[config.mk]
export PLATFORM = sky130hd
export DESIGN_NAME = sample_read_master
export DESIGN_NICKNAME = d
export VERILOG_FILES = /design/src/rtl/sample_read_master.sv
export SDC_FILE = /design/constraint.sdc
export NUM_CORES = 1
export LEC_CHECK = 0
export CORE_MARGIN = 2
export CORE_UTILIZATION = 30
export CTS_CLUSTER_DIAMETER = 120
export CTS_CLUSTER_SIZE = 20
export DETAILED_ROUTE_END_ITERATION = 7
export PLACE_DENSITY = 0.61
export SLEW_MARGIN = 20
export SYNTH_ARGS = -nofsm -noshare
export SYNTH_HDL_FRONTEND = slang
export SYNTH_SLANG_ARGS = --single-unit
[constraint.sdc]
create_clock -name Clk -period 2.2 [get_ports Clk]
set_input_delay 0.44 -clock Clk [delete_from_list [all_inputs] [get_ports Clk]]
set_output_delay 0.44 -clock Clk [all_outputs]
set_load 0.1 [all_outputs]
[src/rtl/sample_read_master.sv]
// sample_read_master: serves 32-bit samples to a game controller from a small
// word buffer. Misses are filled with single Avalon-MM reads, one outstanding at most.
// Latency: a hit is combinational. A miss that finds the FSM idle completes 2 + L cycles
//   after it is first seen, where L is the slave read latency after acceptance.
// Backpressure: avm_waitrequest holds avm_read and avm_address stable until accepted.
//   tl_read is a level request with no handshake, and tl_rdv is a level qualifier.
// Optional feature: define SAMPLE_READ_PREFETCH_EN to add entry E1 and sequential
// next-word prefetch. The default build has the single entry E0 and issues demand reads only.
//
// Ports
//   Clk, Reset            : clock, synchronous active-high reset
//   tl_read, tl_addr      : level read request and byte address (bits [1:0] ignored)
//   tl_rdv, sample        : hit flag and hit data (sample is 0 when tl_rdv is 0)
//   avm_*                 : Avalon-MM read master (byteenable fixed at 4'hF)
module sample_read_master (
  input  logic        Clk,
  input  logic        Reset,
  input  logic        tl_read,
  input  logic [31:0] tl_addr,
  output logic        tl_rdv,
  output logic [31:0] sample,
  output logic [31:0] avm_address,
  output logic        avm_read,
  output logic [3:0]  avm_byteenable,
  input  logic        avm_waitrequest,
  input  logic [31:0] avm_readdata,
  input  logic        avm_readdatavalid
);

  localparam logic [1:0] ST_IDLE = 2'd0;
  localparam logic [1:0] ST_REQ  = 2'd1;
  localparam logic [1:0] ST_WAIT = 2'd2;

  logic [1:0]  state_q, state_d;
  logic [29:0] req_addr_q, req_addr_d;

  logic        e0_vld_q, e0_vld_d;
  logic [29:0] e0_addr_q, e0_addr_d;
  logic [31:0] e0_data_q, e0_data_d;

  logic [29:0] tl_word;
  logic        hit0;
  logic        hit;
  logic        unused_tl_lsb;

  assign tl_word       = tl_addr[31:2];
  assign unused_tl_lsb = ^tl_addr[1:0];
  assign hit0          = tl_read & e0_vld_q & (e0_addr_q == tl_word);

`ifdef SAMPLE_READ_PREFETCH_EN
  logic        e1_vld_q, e1_vld_d;
  logic [29:0] e1_addr_q, e1_addr_d;
  logic [31:0] e1_data_q, e1_data_d;
  logic        hit1;
  // tgt: entry the outstanding read fills. victim: entry not most recently hit.
  logic        tgt_q, tgt_d;
  logic        victim_q, victim_d;
  logic        pf_go;
  logic [29:0] pf_addr;
  logic        pf_tgt;

  assign hit1   = tl_read & e1_vld_q & (e1_addr_q == tl_word);
  assign hit    = hit0 | hit1;
  assign sample = hit0 ? e0_data_q : (hit1 ? e1_data_q : 32'd0);

  // Prefetch the word after the hit entry into the other entry unless it is already there.
  // The 30-bit word increment wraps, so byte address 32'hFFFF_FFFC is followed by 0.
  always_comb begin
    pf_go   = 1'b0;
    pf_addr = '0;
    pf_tgt  = 1'b0;
    if (hit0) begin
      pf_addr = e0_addr_q + 30'd1;
      pf_tgt  = 1'b1;
      pf_go   = !(e1_vld_q && (e1_addr_q == pf_addr));
    end else if (hit1) begin
      pf_addr = e1_addr_q + 30'd1;
      pf_tgt  = 1'b0;
      pf_go   = !(e0_vld_q && (e0_addr_q == pf_addr));
    end
  end
`else
  assign hit    = hit0;
  assign sample = hit0 ? e0_data_q : 32'd0;
`endif

  assign tl_rdv         = hit;
  assign avm_read       = (state_q == ST_REQ);
  assign avm_address    = {req_addr_q, 2'b00};
  assign avm_byteenable = 4'hF;

  always_comb begin
    state_d    = state_q;
    req_addr_d = req_addr_q;
    e0_vld_d   = e0_vld_q;
    e0_addr_d  = e0_addr_q;
    e0_data_d  = e0_data_q;
`ifdef SAMPLE_READ_PREFETCH_EN
    e1_vld_d   = e1_vld_q;
    e1_addr_d  = e1_addr_q;
    e1_data_d  = e1_data_q;
    tgt_d      = tgt_q;
    victim_d   = victim_q;
    if (hit0) begin
      victim_d = 1'b1;
    end else if (hit1) begin
      victim_d = 1'b0;
    end
`endif
    case (state_q)
      ST_IDLE: begin
        // Demand misses take priority. A prefetch needs a hit, so it never competes with one.
        if (tl_read && !hit) begin
          req_addr_d = tl_word;
`ifdef SAMPLE_READ_PREFETCH_EN
          tgt_d      = victim_q;
`endif
          state_d    = ST_REQ;
        end
`ifdef SAMPLE_READ_PREFETCH_EN
        else if (pf_go) begin
          req_addr_d = pf_addr;
          tgt_d      = pf_tgt;
          state_d    = ST_REQ;
        end
`endif
      end
      ST_REQ: begin
        if (!avm_waitrequest) begin
          state_d = ST_WAIT;
        end
      end
      ST_WAIT: begin
        // The fill always completes, even if tl_addr moved away or tl_read dropped.
        // IDLE then re-evaluates the request against whatever tl_addr is current.
        if (avm_readdatavalid) begin
`ifdef SAMPLE_READ_PREFETCH_EN
          if (tgt_q) begin
            e1_vld_d  = 1'b1;
            e1_addr_d = req_addr_q;
            e1_data_d = avm_readdata;
          end else begin
            e0_vld_d  = 1'b1;
            e0_addr_d = req_addr_q;
            e0_data_d = avm_readdata;
          end
`else
          e0_vld_d  = 1'b1;
          e0_addr_d = req_addr_q;
          e0_data_d = avm_readdata;
`endif
          state_d = ST_IDLE;
        end
      end
      default: state_d = ST_IDLE;
    endcase
  end

  // Responses that arrive in IDLE or REQ, such as those left over from a read cut off by
  // reset, are ignored because only WAIT consumes them.
  always_ff @(posedge Clk) begin
    if (Reset) begin
      state_q    <= ST_IDLE;
      req_addr_q <= '0;
      e0_vld_q   <= 1'b0;
      e0_addr_q  <= '0;
      e0_data_q  <= '0;
`ifdef SAMPLE_READ_PREFETCH_EN
      e1_vld_q   <= 1'b0;
      e1_addr_q  <= '0;
      e1_data_q  <= '0;
      tgt_q      <= 1'b0;
      victim_q   <= 1'b0;
`endif
    end else begin
      state_q    <= state_d;
      req_addr_q <= req_addr_d;
      e0_vld_q   <= e0_vld_d;
      e0_addr_q  <= e0_addr_d;
      e0_data_q  <= e0_data_d;
`ifdef SAMPLE_READ_PREFETCH_EN
      e1_vld_q   <= e1_vld_d;
      e1_addr_q  <= e1_addr_d;
      e1_data_q  <= e1_data_d;
      tgt_q      <= tgt_d;
      victim_q   <= victim_d;
`endif
    end
  end

endmodule

Word level (Yosys, flattened, before mapping)
Cells that the tools add are included.
Storage, ports and cells
  input port bits: 69
  logic and storage cells: 24
  memory bits (writable): 0
  latch bits: 0
  memories: 0
  flip-flop bits (word level): 95
  ROM bits: 0
  output and inout port bits: 70
Cells by class
  reductions and logical operators: 6
  multiplexer cells: 5
  add/subtract/negate cells: 0
  magnitude comparators: 0
  div/mod/pow operators: 0
  bitwise gates (word level): 2
  multiply operators: 0
  shift-type cells: 0
  eq/ne operators: 6
Operators with widths (number)
  two-way mux 32 bit: 1
  equality test 30 bit: 1
  two-way mux 2 bit: 3
  != test 2 bit (second input constant): 3
  one-hot mux 2 bit (3 select lines): 1
  AND reduction 2 bit: 2
  AND reduction 3 bit: 1
  AND 1 bit: 2
  equality test 2 x 1 -> 1 bit (second input constant): 1
  equality test 2 bit (second input constant): 1
  zero test 2 bit: 1
  logical AND 1 bit: 1
  zero test 1 bit: 1

Longest topological paths before layout
Gate-level depths: netlist of the first run.
  depth in word-level cells: 6
  depth in mapped cells: 7
  gate-level depth less buffers: 5

Worst setup path after synthesis of the first run
No wires, ideal clock.
  path type: input -> output
  start point: input tl_addr[27]
  end point: output sample[10]
  cell stages on the path: 5
  slack: -428 ps
  arrival time: 2188 ps
  required time: 1760 ps
  cells stage by stage: xnor2_1 nand4_1 nor4_4 clkbuf_1 and3_1
Between the ends
  cells in the longest elaborated chain, start to end: 3
Ends and longest elaborated chain
  start: declaration: RTL line 19  | input logic [31:0] tl_addr,
  equality test 30 bit: RTL line 48  | assign hit0 = tl_read & e0_vld_q & (e0_addr_q == tl_word);
  AND 1 bit: RTL line 48
  two-way mux 32 bit: RTL line 84  | assign sample = hit0 ? e0_data_q : 32'd0;
  end: declaration: RTL line 21  | output logic [31:0] sample,
Every way passes these cells.

Worst setup path after layout of the first run
  start point: input tl_addr[4]
  end point: output sample[18]
The elaborated chain is that of the path after synthesis.

==> results of run 1 <==
stage by stage:
stage               power (mW)   util
floorplan                 2.40      -
global placement          2.66  0.451
detailed placement        2.67  0.451
CTS                       4.18  0.497
global route              4.30  0.506
finish                    4.12  0.506
Yosys cell counts, drive strengths merged:
cell,instances,area (sq um)
a211o,1,8.76
a211oi,1,7.51
a21oi,63,319
a22oi,1,7.51
and2,1,6.26
and3,32,200
and3b,1,8.76
and4,1,8.76
buf,9,78.8
clkbuf,34,129
conb,2,7.51
dfxtp,95,1900
inv,2,7.51
mux2i,30,300
nand2,126,473
nand2b,59,369
nand3,1,5.00
nand3b,1,7.51
nand4,3,18.8
nor2,4,15.0
nor2b,1,6.26
nor4,5,46.3
or2b,1,7.51
or3,1,6.26
xnor2,15,131
xor2,15,131
power groups by stage:
stage               Combinational [mW]  Clock, mW  Sequential (mW)
floorplan                        0.255          0             2.14
global placement                 0.804          0             1.85
detailed placement               0.811          0             1.86
CTS                              0.840       1.52             1.82
global route                     0.877       1.60             1.83
finish                           0.837       1.46             1.82
routing by layer:
metal  share of wire  up-vias  wire, um
met5               0        -         0
li1                -     1908         -
met2            0.52       92      6560
met3           0.052       12       651
met1            0.41     1809      5220
met4           0.013        0       166
flip-flops by register name (all words and copies together), names as in the netlist:
name        count
state_q         2
e0_data_q      32
e0_addr_q      30
e0_vld_q        1
req_addr_q     30
final timing paths:
kind	endpoint	startpoint	slack, ns	depth (start not counted)
worst min register to register	e0_data_q[17]	e0_data_q[17]	0.45	2
worst min-delay path	req_addr_q[4]	tl_addr[6]	0.39	3
worst max register to register	req_addr_q[25]	e0_addr_q[8]	-0.33	15
worst max-delay path	sample[18]	tl_addr[4]	-0.40	8
layout by cell type, fill, tap and decap left out, types with 5 or more instances in the layout:
cell type,instances
clkbuf_16,10
dlygate4sd2_1,20
xor2_2,7
dfxtp_2,10
buf_4,38
buf_6,11
mux2i_1,30
buf_12,43
nand2b_1,59
dfxtp_1,85
a21oi_1,62
buf_16,5
clkdlybuf4s50_1,36
nand2_1,126
xor2_1,8
conb_1,6
xnor2_1,7
and3_4,32
xnor2_2,8
critical path: stages:
cell and delay (ns):
clkdlybuf4s15_1 0.24, xor2_2 0.21, nor4_4 0.29, and4_4 0.34
buf_12 0.14, clkbuf_16 0.14, and3_4 0.19, buf_12 0.17
cells by family after synthesis:
logic type	share of synthesized area
and+or+nand+nor	0.280
DFF	0.452
AOI/OAI and AO/OA	0.0815
buffers and inverters	0.0511
xor gates and xnor gates	0.0624
muxes	0.0713
other	0.00178
layout make-up:
cell class | count | area, sq um | share of cell area
inverters | 2 | 7.51 | 0.00108
flip-flops and latches | 95 | 1910 | 0.275
well taps | 180 | 225 | 0.0323
diodes | 1 | 2.50 | 0.000359
clock buffers | 14 | 264 | 0.0379
clock inverters | 2 | 15.0 | 0.00216
multi-input cells | 369 | 2430 | 0.350
repair buffers | 166 | 2100 | 0.302
what timing repair did:
| action | CTS | global route |
|---|---|---|
| gates cloned | 7 | 1 |
| pin swaps | 21 | 30 |
| setup buffers | 9 | 9 |
| setup endpoints to repair | 63 | 63 |
| resized for setup | 58 | 40 |
==> results_dict.tcl, run 1 <==
set metrics [dict create \
    grt_max_degree 52 \
    use_met3 0.0525 \
    clock_sinks 95 \
    hold_class "in2reg" \
    max_freq_mhz 385 \
    clockRootBuffer "clkbuf_16" \
    initial_core_util 0.306 \
    violations "negative setup slack" \
    vias 3821 \
    dp_hpwl_mm 8.13 \
    powerDensity_nw_per_um2 592 \
    hold_viol_final 0 \
    place.gp.congestion 0.770 \
    firstDrtPassIters 4 \
    rows 43 \
    switchingPower_mw 1.22 \
    finClkSkew_ns 0.00562 \
    viasPerCell 4.61 \
    cts_hold_buf 0 \
    final_cell_count_no_fill 829 \
    dp_slack_ns -0.711 \
    first_iter_violations 151 \
    clkTransAtPathRegs_ns 0.06 \
    grt_pass1_wl_mm 19.9 \
    ant_nets 0 \
    cts_tree "built" \
    route.detailed.drc 0 \
    die_area_sq_um 15000 \
    ys_seq_area_frac 0.452 \
    fin_nets 712 \
    internal-power_mw 2.90 \
    final_area_sq_um 6960 \
    crit_required_ns 1.76 \
    grt_use_total 0.172 \
    dieWidth_um 122 \
    grt_setup_unrepaired "yes" \
    dp.cells 793 \
    maxCapViolCount 0 \
    min_period_ns 2.60 \
    use_met2 0.298 \
    p_leak_nw 2.69 \
    avgSynthCellArea_sq_um 8.33 \
    grt_antenna_before_repair 1 \
    setup_slack_ns -0.400 \
    fin_crit_sh 1.18 \
    io-pin-count 139 \
    drive_gt1_frac 0.284 \
    yosysUniqueCellTypes 30 \
    syn-cell-area_sq_um 4210 \
    cp_max_fo 4 \
    grtUsageMet1 0.206 \
    crit_path_end_kind "primary output" \
    setup_viol 64 \
    clk_path_buf_depth 2 \
    wl_per_cell_um 15.2 \
    wl_mm 12.6 \
    port_buffers 130 \
    final_max_slew_viol_count 0 \
    grt_pass1_vias 3855 \
    worstSetupStartpointType "primary input" \
    htree_levels 3 \
    syn_inst 505 \
    area_delta_synth_final_pct 65.4 \
    outcome "finished with violations" \
    vdd_drop_max_v 0.000429 \
    p_clk_frac 0.355 \
    switching_share 0.297 \
    p_seq_frac 0.441 \
    whs_ns 0.387 \
    synth-seq-cells 95 \
    placedInstanceArea_sq_um 6210 \
    path_class "in2out" \
    ys_warn_count 0 \
    die_h_um 122 \
    grt_busiest_layer "met2" \
    core_area_sq_um 13800 \
    n_fill_cell 1278 \
    overflow 0 \
    fin_tns_setup_ns -22.04 \
    combPwrFrac 0.203 \
    clock_latency_ns 0.34 \
    cts_buffers 9 \
    crit_arrival_ns 2.16 \
]
(Power assumes the default switching activity.)
==> inputs of run 2 (changes only) <==
Settings changed: REMOVE_ABC_BUFFERS set to 1.
Clock period 2.2 ns to 2.41 ns, I/O delays scaled along.
==> results_dict.tcl, run 2 (synthesis results as in run 1) <==
set metrics [dict create \
    firstDrtPassIters 4 \
    wl_per_cell_um 15.4 \
    grt_setup_unrepaired "yes" \
    port_buffers 130 \
    die_h_um 122 \
    p_leak_nw 2.63 \
    final_cell_mix "126 x nand2_1, 89 x dfxtp_1, 62 x a21oi_1, 59 x nand2b_1" \
    worst_r2r_startpoint "e0_addr_q[2]" \
    min_path_cells 3 \
    initial_core_util 0.306 \
    worstSetupStartpointType "primary input" \
    reg2reg_depth 12 \
    grt_antenna_before_repair 0 \
    path_class "in2out" \
    ant_nets 0 \
    worst-path-stages 10 \
    wl_mm 12.7 \
    powerDensity_nw_per_um2 547 \
    violations "negative setup slack" \
    finalPower_mw 3.75 \
    route.detailed.drc 0 \
    utilization 0.498 \
    vdd_drop_max_v 0.000293 \
    htree_levels 3 \
    maxCapViolCount 0 \
    largest_register_ffs 32 \
    grt_use_total 0.169 \
    cp-startpoint "tl_addr[28]" \
    place.gp.congestion 0.747 \
    min_period_ns 2.63 \
    area_delta_synth_final_pct 62.9 \
    setup_viol 33 \
    cts_tree "built" \
    fin_nets 713 \
    cp_top_family "buffers and inverters" \
    clock_latency_ns 0.34 \
    clock_sinks 95 \
    rows 43 \
    final_max_slew_viol_count 0 \
    cpPeakStageDelay_ns 0.29 \
    critPathCapture "sample[7]" \
    slowest_stage "nor4_4" \
    crit_path_end_kind "primary output" \
    cts_hold_buf 0 \
    vias 3842 \
    crit_arrival_ns 2.15 \
    dp.cells 792 \
    grt_max_degree 70 \
    top_regs "e0_data_q: 32 flops, e0_addr_q: 30 flops, req_addr_q: 30 flops" \
    worst-r2r-setup-slack_ns 0.13 \
    viasPerCell 4.64 \
    hold_viol_final 0 \
    setup_slack_ns -0.221 \
    fin_crit_sh 1.09 \
    clkTransAtPathRegs_ns 0.06 \
    finClkSkew_ns 0.00509 \
    overflow 0 \
    outcome "finished with violations" \
    crit_required_ns 1.93 \
    grt_pass1_wl_mm 19.5 \
    max_freq_mhz 380 \
    grt_pass1_vias 3796 \
    clk_path_buf_depth 2 \
    clockRootBuffer "clkbuf_16" \
    dieWidth_um 122 \
    worst_path_most_repeated_cell "buf_12" \
    antenna_cells 0 \
    first_iter_violations 268 \
    final_common_cell "nand2_1" \
    largest-register "e0_data_q" \
    critPathBufInv 6 \
    drive_gt1_frac 0.279 \
    die_area_sq_um 15000 \
    io-pin-count 139 \
    cts_buffers 9 \
    dp_hpwl_mm 7.54 \
    cp_max_fo 4 \
    core_area_sq_um 13800 \
    reg2reg_to "req_addr_q[17]" \
    hold_class "in2reg" \
    crit_chain "clkdlybuf4s15_1 -> xnor2_1 -> nand4_1 -> nor4_4 -> buf_6 -> buf_12 -> buf_12 -> clkbuf_16 -> and3_4 -> buf_12" \
    final_cell_count_no_fill 828 \
]
-- run 2: cell type report --
type	instances	area, sq um
Clock buffer	15	278
Fill cell	1292	6920
Inverter	2	7.51
Multi-Input combinational cell	369	2370
Sequential cell	95	1910
Tap cell	180	225
Timing Repair Buffer	167	2070
-- run 2: tightest hold or removal path, delay by kind of cell --
kind / cells / cell delay, ns
buffers and inverters: 1 / 0.10
and+or+nand+nor: 1 / 0.06
muxes: 1 / 0.06
-- run 2: stage by stage --
stage,setup TNS (ns),hold WS [ns],worst slack [ns],area [sq um]
2_1_floorplan,-25.23,0.426,-0.514,4020
3_3_place_gp,-19.62,0.438,-0.451,6000
3_5_place_dp,-20.43,0.443,-0.465,6000
4_1_cts,-8.31,0.411,-0.282,6800
5_1_grt,-9.61,0.416,-0.327,6860
6_report,-6.62,0.417,-0.221,6860
-- run 2: timing repair --
action | CTS | global route
pin swaps | 31 | 30
gates cloned | 6 | 3
setup buffers | 13 | 4
resized for setup | 112 | 25
setup endpoints to repair | 33 | 63
-- run 2: worst min path at each step --
| stage | startpoint | end | slack [ns] |
|---|---|---|---|
| floorplan | e0_data_q[0] | e0_data_q[0] | 0.43 |
| global placement | e0_data_q[8] | e0_data_q[8] | 0.44 |
| detailed placement | e0_data_q[24] | e0_data_q[24] | 0.44 |
| CTS | tl_addr[8] | req_addr_q[6] | 0.41 |
| global route | tl_addr[6] | req_addr_q[4] | 0.42 |
| finish | tl_addr[6] | req_addr_q[4] | 0.42 |
-- run 2: power by group --
part	internal [mW]	switching, mW
registers	1.62	0.0396
clock network	0.781	0.578
logic	0.244	0.488
-- run 2: layer usage --
layer,vias to the layer above,track usage,part of all wire
met3,19,0.0376,0.059
met4,0,0.0704,0.023
met5,-,0,0
li1,1909,-,-
met2,111,0.278,0.48
met1,1803,0.212,0.44
==> inputs of run 3 (changes only) <==
Settings changed: CORE_UTILIZATION 30 to 41, PLACE_DENSITY 0.61 to 0.78.
==> results_dict.tcl, run 3 (synthesis results as in run 1) <==
set metrics [dict create \
    path_class "in2out" \
    reg2reg_to "req_addr_q[14]" \
    critPathCapture "sample[1]" \
    firstDrtPassIters 4 \
    die_h_um 105 \
    route.detailed.drc 0 \
    setup_viol 33 \
    critPathBufInv 4 \
    core_area_sq_um 9860 \
    largest-register "e0_data_q" \
    worst_r2r_startpoint "e0_addr_q[11]" \
    ant_nets 0 \
    vias 3771 \
    wl_per_cell_um 14.9 \
    clock_sinks 95 \
    grt_pass1_wl_mm 18.2 \
    htree_levels 3 \
    port_buffers 130 \
    fin_crit_sh 1.09 \
    drive_gt1_frac 0.256 \
    clkTransAtPathRegs_ns 0.10 \
    grt_pass1_vias 3675 \
    n_fill_cell 753 \
    setup_slack_ns -0.217 \
    placedInstanceArea_sq_um 5920 \
    rows 36 \
    worst-path-stages 8 \
    dieWidth_um 105 \
    crit_chain "dlygate4sd2_1 -> xor2_1 -> nor4_2 -> buf_4 -> and4_4 -> clkbuf_16 -> and3_4 -> buf_12" \
    grt_max_degree 80 \
    clk_path_buf_depth 2 \
    grt_antenna_before_repair 0 \
    die_area_sq_um 11100 \
    hold_class "in2reg" \
    initial_core_util 0.427 \
    final_common_cell "nand2_1" \
    crit_path_end_kind "primary output" \
    reg2reg_depth 9 \
    cts_tree "built" \
    cp_top_family "buffers and inverters" \
    fin_nets 704 \
    io-pin-count 139 \
    violations "negative setup slack" \
    crit_required_ns 1.93 \
    place.gp.congestion 0.743 \
    powerDensity_nw_per_um2 540 \
    cpPeakStageDelay_ns 0.32 \
    grt_use_total 0.201 \
    top_regs "e0_data_q: 32 flops, e0_addr_q: 30 flops, req_addr_q: 30 flops" \
    min_period_ns 2.63 \
    maxCapViolCount 0 \
    wl_mm 11.5 \
    antenna_cells 0 \
    crit_arrival_ns 2.15 \
    overflow 0 \
    vdd_drop_max_v 0.000288 \
    cp-startpoint "tl_addr[13]" \
    dp_hpwl_mm 7.04 \
    final_area_sq_um 6600 \
    area_delta_synth_final_pct 56.8 \
    p_leak_nw 2.54 \
    finClkSkew_ns 0.0114 \
    cp_max_fo 5 \
    slowest_stage "and4_4" \
    viasPerCell 4.88 \
    hold_viol_final 0 \
    largest_register_ffs 32 \
    clockRootBuffer "clkbuf_8" \
    cts_buffers 9 \
    max_freq_mhz 381 \
    final_max_slew_viol_count 0 \
    grt_setup_unrepaired "yes" \
    first_iter_violations 149 \
    final_cell_mix "126 x nand2_1, 87 x dfxtp_1, 62 x a21oi_1, 59 x nand2b_1" \
    worst-r2r-setup-slack_ns 0.35 \
    utilization 0.669 \
    clock_latency_ns 0.36 \
    outcome "finished with violations" \
    worstSetupStartpointType "primary input" \
]
## run 3: changes by cell type in the layout (fill, tap and decap cells not counted), sizes merged
cell / before / now
bufinv: 0 / 2
dlygate4sd2: 7 / 16
buf: 103 / 89
clkbuf: 24 / 16
clkinvlp: 0 / 2
clkinv: 0 / 1
## run 3: power breakdown
part / internal, mW / leakage, nW / switching [mW]
clock network: 0.640 / 0.112 / 0.552
registers: 1.62 / 0.775 / 0.0380
logic: 0.233 / 1.66 / 0.479
## run 3: per-stage QoR
| step | TNS [ns] | setup WS [ns] | power (mW) | hold slack [ns] | std cells |
|---|---|---|---|---|---|
| after floorplan | -25.23 | -0.514 | 2.15 | 0.426 | 466 |
| after global placement | -15.91 | -0.434 | 2.40 | 0.437 | 742 |
| after detailed placement | -15.92 | -0.449 | 2.41 | 0.442 | 742 |
| after CTS | -8.70 | -0.303 | 3.58 | 0.365 | 769 |
| after global routing | -9.81 | -0.319 | 3.69 | 0.367 | 773 |
| final | -6.59 | -0.217 | 3.56 | 0.381 | 773 |
## run 3: worst min path at each step
stage | from | end | slack (ns) | cells after the start
after CTS | Reset | e0_addr_q[5] | 0.37 | 2
after global routing | Reset | e0_addr_q[5] | 0.37 | 2
after floorplan | e0_data_q[0] | e0_data_q[0] | 0.43 | 2
after global placement | e0_data_q[6] | e0_data_q[6] | 0.44 | 2
after detailed placement | e0_data_q[4] | e0_data_q[4] | 0.44 | 2
final | Reset | e0_addr_q[5] | 0.38 | 2
## run 3: area by class of cell
class | instances | area (sq um) | share of cell area
Tap cell | 133 | 166 | 0.0252
Inverter | 2 | 7.51 | 0.00114
Multi-Input combinational cell | 369 | 2340 | 0.354
Timing Repair Buffer | 158 | 1950 | 0.295
Sequential cell | 95 | 1910 | 0.290
Clock buffer | 11 | 151 | 0.0229
Clock inverter | 5 | 80.1 | 0.0121
## run 3: metal layers
layer,vias up,part of all wire,GRT usage
met5,-,0,0
met4,0,0.013,0.0581
met3,17,0.056,0.0334
met2,113,0.50,0.353
met1,1748,0.43,0.254
li1,1893,-,-
## run 3: timing repair
action,4_1_cts,5_1_grt
cloned,3,5
setup endpoints to repair,33,33
pin swaps,33,22
setup buffers,8,1
resized for setup,89,21
hold buffers,0,0
==> patch (config.mk and constraints of run 1) <==
Add a define of `SAMPLE_READ_PREFETCH_EN`.
--- a/src/rtl/sample_read_master.sv
+++ b/src/rtl/sample_read_master.sv
@@ -13,4 +13,6 @@
 //   tl_rdv, sample        : hit flag and hit data (sample is 0 when tl_rdv is 0)
 //   avm_*                 : Avalon-MM read master (byteenable fixed at 4'hF)
+`define SAMPLE_READ_PREFETCH_EN
+
 module sample_read_master (
   input  logic        Clk,
Function: changed (Yosys sat finds a counterexample within 10 cycles, from zero or initial values and one cycle with Reset high).
==> patch against run 1 <==
The run still ends with negative setup slack left; total power rose by 72%; critical path type is now flip-flop to flip-flop; sequential cell count rose by 65; design area rose by 150%; synthesized area rose by 150%; worst setup slack got worse by 0.84 ns; non-clock buffer count rose by 321; largest cell class unchanged; combinational power rose by 15%; wire length rose to 3.7 times the old value.
==> patch: results (changes against run 1) <==
status:
  status: "complete, but fails checks"  # unchanged
  violations: "negative setup slack"  # unchanged
sta:
  fin_tns_setup_ns: -70.23  # was -22.04 ns
  fin_skew_ns: 0.0187  # was 0.00562 ns
  setup_viol: 66  # was 64
  worst_slack_ns: -1.24  # was -0.400 ns
  holdWs_ns: 0.389  # was 0.387 ns
yosys:
  ys_top_cells_by_area: "dfxtp_1, nand2_1, xor2_1"  # was dfxtp_1, nand2_1, nand2b_1
  ys_ff_latch: 160  # was 95
  yosysTopAreaCellShare: 0.309  # was 0.452
  yosys-top-cells-count: "nand2_1, dfxtp_1, a21oi_1"  # unchanged
  synth_cell_types: 67  # was 30
  syn_area_per_cell_um2: 7.26  # was 8.33 µm²
routing:
  vias_per_cell: 5.21  # was 4.61
  vias: 11815  # was 3821
  top_layer_used: "met5"  # was met4
  wl_met2_um: 21600  # was 6560 µm
  drt_first_pass_iters: 5  # was 4
  first_iter_violations: 844  # was 151
pwr:
  leakage_nw: 7.74  # was 2.69 nW
  power_density_nw_per_um2: 410  # was 592 nW/µm²
grt:
  grt_max_degree: 44  # was 52
  grtUsageMet1: 0.334  # was 0.206
  use_met2: 0.414  # was 0.298
  use_met3: 0.0531  # was 0.0525
  track_usage: 0.257  # was 0.172
  grt_first_pass_wirelength_um: 70000  # was 19900 µm
final_layout:
  seqCellArea_um2: 3240  # was 1910 µm²
  buffers: 487  # was 166
  finalNetCount: 1871  # was 712
  multi_input_area_share: 0.456  # was 0.350
  buf_share: 0.286  # was 0.302
  clock_cell_area_share: 0.0353  # was 0.0401
worst_setup_path:
  max_stage_delay_ns: 0.49  # was 0.34 ns
  reg2reg_from: "e1_addr_q[0]"  # was e0_addr_q[8]
  r2r_slack_ns: -1.24  # was -0.33 ns
placement:
  place_congestion: 0.981  # was 0.770
  dp.cells: 2148  # was 793
  dpl_worst_slack_ns: -1.60  # was -0.711 ns
  placed_cell_area_um2: 14500  # was 6210 µm²
worst_hold_path:
  hp-start: "Reset"  # was tl_addr[6]
  hold_depth: 2  # was 3
clocking:
  numCtsBuffers: 17  # was 9
  insertion_delay_ns: 0.46  # was 0.34 ns
patch: changes by cell type in the layout (fill, tap and decap cells not counted), sizes merged, moves of 42 or more:
| cell | before | now |
|---|---|---|
| a21oi | 63 | 155 |
| buf | 100 | 421 |
| dfxtp | 95 | 160 |
| nand2 | 126 | 377 |
| nand2b | 59 | 13 |
| nor2 | 4 | 50 |
| xnor2 | 15 | 57 |
| xor2 | 15 | 104 |
patch: timing repair:
item	CTS	global route
gates cloned	12	1
setup endpoints to repair	66	66
resized for setup	221	109
buffers inserted	56	33
hold endpoints to repair	0	0
pin swaps	78	52
patch: cell families (layout without fill, tap and decap cells):
group,Yosys count,in the layout,share of synthesized area
and+or+nand+nor,634,634,0.283
xor gates and xnor gates,165,165,0.145
buffers and inverters,150,530,0.0606
other,2,7,0.000723
AOI/OAI and AO/OA,275,275,0.157
muxes,41,41,0.0427
adders and majority gates,2,2,0.00241
DFF,160,160,0.309
